**src/rtl/baud_gen_multi.sv**
```systemverilog
// Fractional baud generator: phase accumulator producing oversample, bit-centre
// and bit-end strobes, with a phase restart strobe and bit-aligned rate changes.
module baud_gen_multi #(
   parameter  int ACC_W      = 24,
   parameter  int OVERSAMPLE = 16,
   localparam int PH_W       = $clog2(OVERSAMPLE)
) (
   input  logic             clk,
   input  logic             rst_n,
   input  logic             en,
   input  logic             sync,
   input  logic [ACC_W-1:0] baud_inc,
   output logic             os_tick,
   output logic             mid_tick,
   output logic             bit_tick,
   output logic [PH_W-1:0]  os_phase
);

   localparam logic [PH_W-1:0] PH_LAST = PH_W'(OVERSAMPLE - 1);
   localparam logic [PH_W-1:0] PH_MID  = PH_W'(OVERSAMPLE / 2 - 1);
   localparam logic [PH_W-1:0] PH_ONE  = PH_W'(1);

   logic [ACC_W-1:0] acc;
   logic [ACC_W-1:0] inc_r;
   logic [PH_W-1:0]  os_cnt;
   logic [ACC_W:0]   sum;
   logic             carry;
   logic             at_last;
   logic             at_mid;

   assign sum      = {1'b0, acc} + {1'b0, inc_r};
   assign carry    = sum[ACC_W];
   assign at_last  = (os_cnt == PH_LAST);
   assign at_mid   = (os_cnt == PH_MID);
   assign os_phase = os_cnt;

   always_ff @(posedge clk or negedge rst_n) begin
      if (!rst_n) begin
         acc      <= '0;
         inc_r    <= '0;
         os_cnt   <= '0;
         os_tick  <= 1'b0;
         mid_tick <= 1'b0;
         bit_tick <= 1'b0;
      end else if (!en || sync) begin
         // Disabled and restart share one path: clean phase, fresh rate.
         acc      <= '0;
         inc_r    <= baud_inc;
         os_cnt   <= '0;
         os_tick  <= 1'b0;
         mid_tick <= 1'b0;
         bit_tick <= 1'b0;
      end else begin
         acc      <= sum[ACC_W-1:0];
         os_tick  <= carry;
         mid_tick <= carry && at_mid;
         bit_tick <= carry && at_last;
         if (carry)
            os_cnt <= at_last ? '0 : os_cnt + PH_ONE;
         // Rate only changes on a bit boundary so no bit is ever stretched.
         if (carry && at_last)
            inc_r <= baud_inc;
      end
   end

endmodule
```
**config.mk**
```make
export PLATFORM = sky130hd
export DESIGN_NAME = baud_gen_multi
export DESIGN_NICKNAME = d
export VERILOG_FILES = /design/src/rtl/baud_gen_multi.sv
export SDC_FILE = /design/constraint.sdc
export NUM_CORES = 1
export LEC_CHECK = 0
export ABC_AREA = 1
export CAP_MARGIN = 0
export CORE_MARGIN = 1.5
export CORE_UTILIZATION = 30
export CTS_CLUSTER_SIZE = 8
export DETAILED_ROUTE_END_ITERATION = 6
export PLACE_DENSITY = 0.56
export SYNTH_ARGS = -nofsm -noshare
export SYNTH_HDL_FRONTEND = slang
export SYNTH_SLANG_ARGS = --single-unit
```
**constraint.sdc**
```tcl
create_clock -name clk -period 4 [get_ports clk]
set_input_delay 0.8 -clock clk [delete_from_list [all_inputs] [get_ports clk]]
set_output_delay 0.8 -clock clk [all_outputs]
set_load 0.02 [all_outputs]
```
==> metrics.csv, run 1 <==
metric,value,unit
status,"complete, no violations",
setup repair bufs after CTS,0,
max incr delay on CP,420,ps
initial core utilization,0.312,
VDD IR max,0.000189,V
sequential power share,0.413,
cell area after layout,4470,sq um
"top cells by area, synth","dfrtp_1 36%, nand2_1 17%, ha_1 8.3%, inv_1 7.1%, nand3_1 6.5%",
via count of the first global-routing pass,3221,
die area,13300,sq um
CTS tree,yes,
WL final,8930,um
Core ar.,12200,sq um
placed inst area,4280,sq um
Pint,1.08,mW
CTS sink count,55,
Vias/cell,4.39,
NetSw,0.427,mW
Congestion Overflow GR,0,
M2 GR Usage,0.245,
Fin Hold WS,479,ps
die extent in y,115,um
Worst R2R Start,inc_r[0],
syn nets,583,
Max Fclk,418,MHz
total number of vias,3205,
Crit Path Max Fanout,28,
Crit Path Category,flip-flop to flip-flop,
Synth area leader,dfrtp_1,
Syn. warnings,0,
Final Util,0.367,
IO Port Bufs,34,
Final Skew,3.74,ps
CTS Buf Count,5,
sw frac,0.283,
Final Power,1.51,mW
"Net count, final",615,
initial antenna violation count,0,
hold crit path type,flip-flop to flip-flop,
logic gate share of total power,0.218,
CP Data Arrival Time,2620,ps
Top Family by Delay on Critical Path,simple AND/OR/NAND/NOR gates,
chip width,115,um
Synth Register Bits,55,
fin. max-slew vios,0,
Final TNS setup,0,ps
first-pass GRT wire length,15300,um
Worst-Margin Slew,1210,ps
hold_sp,os_phase[3],
Area Growth Syn to Fin,17.9,%
cells on worst reg2reg path,11,
Synth top area share,0.363,
Mean Syn Cell Area,7.17,sq um
asr flop ratio synth,1.00,
CTS root buf,clkbuf_16,
Post-synth EDFFs,0,
post-DP HPWL,6840,um
power share of the clock group,0.369,
fin crit share,0.598,
Worst Hold Path EP,mid_tick,
Skew-Pair Late Insertion Delay,290,ps
Post-Synthesis Cell Area,3790,sq um
CTS clock-pin slew for the worst setup and hold paths,70,ps
worst path required time,4230,ps
clk buf depth,2,
pre-CTS WS,1630,ps
Worst setup SP type,flip-flop,
Final min period,2390,ps
Post-CTS Resized,0,
largest net degree at the start of global routing,40,
Stages on worst setup path,11,
slew margin rel.,0.195,
Most common cell on crit path,nand2_1,
footprint of the multi-input gates,2070,sq um
Filler Cell Count,1290,
Gate Count Post-Synth,529,
P per Cell Area,338,nW/um^2
GR peak layer,met2,
gr usage total,0.145,
worst hold path depth,1,
"Hold Vio Cnt, Final",0,
drt wl/cell,12.2,um
Synth cell types,31,
reg2reg setup slack,1610,ps
maxcap violations,0,
Core Rows,40,
Cells after DPL,722,
gp weighted congestion,0.928,
Synth Flop Type,dfrtp_1,
"Cell Count, Final, Fillers Out",730,
Reg area,1380,sq um
GR Util met3,0.0194,
worst setup margin,1610,ps
crit path buf inv count,1,
RSZ-0062 raised after global routing,false,
CTS H-tree depth,2,
register area share after synthesis,0.363,
Reg-to-Reg End,os_phase[1],
initial drt markers,146,
CP Capture Type,flip-flop,
Pleak,2.34,nW
share of cells above drive strength 1,0.0907,
met1 GRT Util,0.196,
DRT antenna net count,0,
final setup violating endpoints,0,
# DRC,0,
Slowest cell on crit path,nand4_4,
number of I/O pins,35,
drt first pass iters,4,
antenna cells,0,
Post-CTS Hold Buffers,0,
worst-path cell chain,ha_1 -> fa_1 -> nand2_1 -> nand2_1 -> nand3_1 -> nand2_2 -> nand2_2 -> nand4_4 -> inv_1 -> nand2_1 -> nand2_1,
[flip-flops by register name, indices dropped and copies added (netlist names)]
signal and cells:
os_phase 4, inc_r 24, mid_tick 1, acc 24
bit_tick 1, os_tick 1
[cell usage in the layout (no fill, tap or decap), types with 2 or more instances in the layout]
cell             count
nand2_1            168
dfrtp_1             55
a21oi_2              3
nand3_2             20
clkdlybuf4s50_1     33
nand2_2              6
inv_1               72
bufinv_16            2
nor2_1              58
ha_1                25
o21ai_0             10
or2_2                2
and2_1               4
nor2_2               5
clkbuf_16            5
buf_4                2
nor2_4               2
nand3_1             49
nor3_1               3
a21oi_1             23
xnor2_1              3
[metal layers]
| layer | wire length, um | vias to the layer above |
|---|---|---|
| li1 | - | 1718 |
| met5 | 0 | - |
| met4 | 84 | 0 |
| met1 | 4350 | 1446 |
| met2 | 4260 | 35 |
| met3 | 234 | 6 |
[worst max-delay path by stage]
stage / from / to / slack [ps]
final: inc_r[0] / os_phase[1] / 1610
after CTS: inc_r[0] / os_phase[1] / 1610
after global placement: en / acc[10] / 1660
after detailed placement: inc_r[0] / os_phase[3] / 1630
after global routing: inc_r[0] / os_phase[1] / 1380
after floorplan: inc_r[0] / inc_r[10] / 2080
[cell families after synthesis]
logic type / share of synthesized area
AO/OA/AOI/OAI: 0.0558
XOR/XNOR: 0.00924
adder cells (fa/ha/maj): 0.0878
buffers and inverters: 0.0924
flip-flops: 0.363
AND/OR/NAND/NOR: 0.392
[power groups by stage]
stage | clock network (mW) | logic, mW | registers [mW]
CTS | 0.571 | 0.333 | 0.624
detailed placement | 0 | 0.330 | 0.635
global route | 0.592 | 0.380 | 0.628
floorplan | 0 | 0.234 | 0.629
global placement | 0 | 0.327 | 0.634
finish | 0.557 | 0.328 | 0.623
[synth_stat cells, types with 2 or more instances]
cell type and number:
ha_1 25, nand3_1 49, nor2_2 6, buf_6 4
a21oi_2 3, and2_1 4, clkbuf_1 4, nand3_2 20
or2_2 2, xnor2_1 3, a21oi_1 23, nand2_2 6
dfrtp_1 55, inv_1 72, nand2_1 168, nor2_1 58
nor3_1 3, buf_4 2, o21ai_0 10
[cell type report]
type / instances / area share
tap: 168 / 0.0470
clock inverter: 2 / 0.0134
sequential: 55 / 0.308
multi-input combinational: 391 / 0.464
inverter: 72 / 0.0605
clock buffer: 6 / 0.0288
timing repair buffer: 36 / 0.0784
Power figures use the tool's default switching activity.
==> run 2: changes to the inputs <==
--- a/config.mk
+++ b/config.mk
@@ -11,7 +11,7 @@
 export CORE_UTILIZATION = 30
 export CTS_CLUSTER_SIZE = 8
 export DETAILED_ROUTE_END_ITERATION = 6
-export PLACE_DENSITY = 0.56
+export PLACE_DENSITY = 0.58
 export SYNTH_ARGS = -nofsm -noshare
 export SYNTH_HDL_FRONTEND = slang
 export SYNTH_SLANG_ARGS = --single-unit
==> constraint.sdc (replaced) <==
create_clock -name clk -period 2.1 [get_ports clk]
set_input_delay 0.42 -clock clk [delete_from_list [all_inputs] [get_ports clk]]
set_output_delay 0.42 -clock clk [all_outputs]
set_load 0.02 [all_outputs]
==> run 2 against run 1 <==
  * Register-to-register slack got worse by 1500 ps
  * Design area rose by 7.2%
  * Sequential cell count did not move
  * Clock power rose by 48%
  * Non-clock buffer count rose by 19
  * Hold slack got worse by 420 ps
  * Largest cell class unchanged
  * Highest routed layer unchanged
==> metrics.csv, run 2 (synthesis gave the netlist of run 1 again) <==
metric,value,unit
antenna cells,0,
Crit Path Category,flip-flop to flip-flop,
Final Skew,5.99,ps
Vias/cell,4.53,
CTS sink count,55,
initial antenna violation count,0,
DRT antenna net count,0,
Final Util,0.394,
CTS H-tree depth,2,
number of I/O pins,35,
IO Port Bufs,34,
Final min period,1990,ps
# DRC,0,
pre-CTS WS,-1.33,ps
die extent in y,115,um
CP Data Arrival Time,2170,ps
worst path required time,2280,ps
hold crit path type,input port to asynchronous set/reset pin,
drt wl/cell,12.8,um
share of cells above drive strength 1,0.155,
via count of the first global-routing pass,3349,
"most common cell after layout, fill and taps aside",nand2_1,
cells on worst reg2reg path,11,
"commonest cells after routing, fill and taps aside","165 x nand2_1, 72 x inv_1, 56 x nor2_1, 55 x dfrtp_1, 48 x nand3_1",
worst-path cell chain,ha_1 -> nand2_1 -> nor2_2 -> nand2_1 -> nor2_2 -> nand2_4 -> nand3_2 -> nand2_4 -> clkbuf_16 -> nand3_2 -> nand2_1,
"Cell Count, Final, Fillers Out",749,
P per Cell Area,574,nW/um^2
Worst R2R Start,inc_r[20],
sequential power share,0.439,
reg2reg setup slack,110,ps
die area,13300,sq um
Area Growth Syn to Fin,26.3,%
final setup violating endpoints,0,
Crit Path Max Fanout,6,
clk buf depth,2,
slew margin rel.,0.625,
CP endpoint,inc_r[16],
Core Rows,40,
Most common cell on crit path,nand2_1,
initial drt markers,140,
Worst setup startpoint,inc_r[20],
NetSw,0.859,mW
power share of the clock group,0.299,
Core ar.,12200,sq um
Worst setup SP type,flip-flop,
Reg-to-Reg End,inc_r[16],
CTS clock-pin slew for the worst setup and hold paths,70,ps
worst setup margin,105,ps
Congestion Overflow GR,0,
maxcap violations,0,
total number of vias,3396,
"Net count, final",634,
logic gate share of total power,0.261,
chip width,115,um
Pleak,2.42,nW
footprint of the multi-input gates,2260,sq um
fin crit share,0.950,
initial core utilization,0.312,
CTS root buf,clkbuf_16,
Skew-Pair Late Insertion Delay,290,ps
Post-CTS Hold Buffers,0,
CTS tree,yes,
Filler Cell Count,1279,
Reg area,1380,sq um
first-pass GRT wire length,15900,um
CP Capture Type,flip-flop,
sw frac,0.312,
max incr delay on CP,390,ps
Worst-Margin Slew,562,ps
Max Fclk,501,MHz
Slowest cell on crit path,dfrtp_1,
gr usage total,0.151,
status,"complete, no violations",
drt first pass iters,4,
VDD IR max,0.000469,V
fin. max-slew vios,0,
Cells after DPL,737,
gp weighted congestion,0.892,
CTS Buf Count,5,
largest net degree at the start of global routing,20,
WL final,9580,um
Pint,1.89,mW
"Hold Vio Cnt, Final",0,
post-DP HPWL,7500,um
## run 2: cell count changes in the layout (fill, tap and decap cells not counted), moves of 2 or more
cell,delta
nor2_4,+2
nand2_1,-3
ha_1,-13
nor2_1,-2
buf_4,+16
ha_4,+12
nand2_2,+2
bufinv_16,-2
## run 2: per-layer routing
metal | track usage | wire [um] | vias up
met4 | 0.0239 | 61 | 0
met5 | 0 | 0 | -
li1 | - | - | 1759
met3 | 0.0183 | 342 | 7
met2 | 0.269 | 4580 | 48
met1 | 0.199 | 4600 | 1582
## run 2: area by class of cell
| class | count | area share |
|---|---|---|
| multi-input combinational | 391 | 0.472 |
| sequential | 55 | 0.287 |
| timing repair buffer | 55 | 0.111 |
| inverter | 72 | 0.0564 |
| tap | 168 | 0.0439 |
| clock buffer | 6 | 0.0269 |
| clock inverter | 2 | 0.00261 |
## run 2: how the worst min path moves through the flow
| stage | from | endpoint | slack (ps) | cells past startpoint |
|---|---|---|---|---|
| after floorplan | rst_n | acc[0] | 120 | 0 |
| after global placement | rst_n | inc_r[21] | 380 | 1 |
| after detailed placement | rst_n | inc_r[23] | 380 | 1 |
| after CTS | rst_n | inc_r[1] | 70 | 1 |
| after global routing | rst_n | inc_r[3] | 90 | 1 |
| final | rst_n | inc_r[1] | 50 | 1 |
## run 2: repair_timing
item,in CTS,in global routing
pin swaps,1,3
gates cloned,0,1
resized for setup,1,28
setup buffers,1,2
setup endpoints to repair,10,37
## run 2: metrics by stage
stage / instance area (sq um) / hold slack, ps / setup TNS, ps / power, mW
5_1_grt: 4790 / 89.5 / -15.2 / 2.93
3_5_place_dp: 4410 / 381 / -1.33 / 1.87
6_report: 4790 / 54.0 / 0 / 2.75
2_1_floorplan: 3790 / 124 / 0 / 1.64
4_1_cts: 4560 / 68.5 / 0 / 2.71
3_3_place_gp: 4410 / 379 / 0 / 1.86
## run 2: critical path: cells and delay by family, from the launching register on
family	cells	cell delay [ps]
simple gates	9	910
flops	1	390
fa+ha+maj	1	380
buf+inv	1	200
## run 2: power by group through the flow
| stage | Clock, mW | Sequential (mW) | Combinational (mW) |
|---|---|---|---|
| floorplan | 0 | 1.20 | 0.445 |
| global placement | 0 | 1.21 | 0.648 |
| detailed placement | 0 | 1.21 | 0.659 |
| CTS | 0.852 | 1.19 | 0.662 |
| global route | 0.895 | 1.22 | 0.816 |
| finish | 0.824 | 1.21 | 0.719 |
==> run 3: changes to the inputs <==
--- a/config.mk
+++ b/config.mk
@@ -11,7 +11,7 @@
 export CORE_UTILIZATION = 30
 export CTS_CLUSTER_SIZE = 8
 export DETAILED_ROUTE_END_ITERATION = 6
-export PLACE_DENSITY = 0.58
+export PLACE_DENSITY_LB_ADDON = 0.05
 export SYNTH_ARGS = -nofsm -noshare
 export SYNTH_HDL_FRONTEND = slang
 export SYNTH_SLANG_ARGS = --single-unit
==> run 3 against run 2 <==
  * Design area up 2.6%
  * Via count fell by 1.9%
  * Core utilization grew 1.0 points
  * Critical path depth is the same
  * Largest cell class unchanged
==> metrics.csv, run 3 (synthesis gave the netlist of run 1 again) <==
metric,value,unit
"Net count, final",634,
Cells after DPL,737,
max incr delay on CP,390,ps
"Cell Count, Final, Fillers Out",749,
"Hold Vio Cnt, Final",0,
Top Family by Delay on Critical Path,simple AND/OR/NAND/NOR gates,
drt wl/cell,13.5,um
CTS root buf,clkbuf_16,
Pleak,2.50,nW
chip width,115,um
slew margin rel.,0.753,
cell area after layout,4910,sq um
initial core utilization,0.312,
# DRC,0,
CTS H-tree depth,2,
gp weighted congestion,0.834,
Vias/cell,4.45,
P per Cell Area,613,nW/um^2
CP Capture Type,flip-flop,
CTS sink count,55,
crit path buf inv count,1,
drt first pass iters,4,
status,"complete, no violations",
Congestion Overflow GR,0,
die area,13300,sq um
initial drt markers,107,
via count of the first global-routing pass,3293,
share of cells above drive strength 1,0.184,
total number of vias,3333,
Max Fclk,490,MHz
DRT antenna net count,0,
worst setup margin,59.7,ps
antenna cells,0,
pre-CTS WS,8.80,ps
clk buf depth,2,
Slowest cell on crit path,dfrtp_1,
maxcap violations,0,
Crit Path Category,flip-flop to flip-flop,
RSZ-0062 raised after global routing,true,
final setup violating endpoints,0,
Crit Path Max Fanout,7,
gr usage total,0.163,
Final Util,0.404,
worst-path cell chain,ha_2 -> fa_2 -> nand2_2 -> nand2_2 -> nand3_2 -> nand2_4 -> nand2_4 -> nand4_4 -> buf_6 -> nand3_1 -> nand2_1,
Final Power,3.01,mW
Core Rows,40,
CTS Buf Count,5,
Reg-to-Reg End,inc_r[10],
Skew-Pair Late Insertion Delay,300,ps
die extent in y,115,um
cells on worst reg2reg path,11,
Final Skew,7.57,ps
fin. max-slew vios,0,
Worst setup SP type,flip-flop,
CTS tree,yes,
largest net degree at the start of global routing,56,
VDD IR max,0.000279,V
post-DP HPWL,7650,um
fin crit share,0.972,
Worst-Margin Slew,371,ps
Core ar.,12200,sq um
reg2reg setup slack,60,ps
number of I/O pins,35,
WL final,10100,um
IO Port Bufs,34,
Fin Hold WS,116,ps
"commonest cells after routing, fill and taps aside","158 x nand2_1, 71 x inv_1, 57 x nor2_1, 55 x dfrtp_1, 36 x nand3_1",
placed inst area,4440,sq um
Post-CTS Hold Buffers,0,
Area Growth Syn to Fin,29.6,%
hold crit path type,input port to asynchronous set/reset pin,
worst path required time,2290,ps
CTS clock-pin slew for the worst setup and hold paths,70,ps
Final TNS setup,0,ps
first-pass GRT wire length,16800,um
Worst R2R Start,inc_r[0],
initial antenna violation count,0,
Final min period,2040,ps
CP Data Arrival Time,2230,ps
"most common cell after layout, fill and taps aside",nand2_1,
==> run 3: cell types whose count changed in the layout (fill, tap and decap cells not counted), sizes merged <==
cell,change
bufinv,+2
clkinvlp,-1
inv,-1
==> run 3: repair_timing <==
item,CTS,global route
pin swaps,2,18
cloned,1,0
setup buffers,2,1
gates resized for setup,6,45
endpoints found under the setup margin,8,30
==> run 3: worst max-delay path by stage <==
stage	start	to	slack (ps)	depth (start not counted)
CTS	inc_r[10]	os_phase[1]	3	13
detailed placement	inc_r[0]	os_phase[1]	9	12
global placement	inc_r[0]	inc_r[18]	50	12
global route	acc[0]	inc_r[10]	-50	11
floorplan	inc_r[0]	inc_r[10]	180	11
finish	inc_r[0]	inc_r[10]	60	11
==> run 3: where the power goes <==
group | switching [mW] | internal (mW)
clock | 0.391 | 0.685
combinational | 0.427 | 0.310
sequential | 0.0583 | 1.14
total | 0.876 | 2.13
==> run 3: cell type report <==
cell class                 instances  area [sq um]
fill                            1300          7250
tap                              168           210
clock buffer                       6           129
clock inverter                     2          60.1
sequential                        55          1380
multi-input combinational        391          2290
timing repair buffer              55           568
inverter                          72           283
==> run 3: routing by layer <==
layer | global-route usage | wire length [um] | vias up
li1 | - | - | 1758
met1 | 0.230 | 5130 | 1535
met2 | 0.265 | 4660 | 32
met3 | 0.0262 | 235 | 8
met4 | 0.0329 | 111 | 0
met5 | 0 | 0 | -
==> run 3: worst reg2reg max path, delay by kind of cell (launching register included) <==
kind                       cells  cell delay [ps]
buffers and inverters          1              210
and+or+nand+nor                8              730
adders and majority gates      2              590
DFF                            1              390
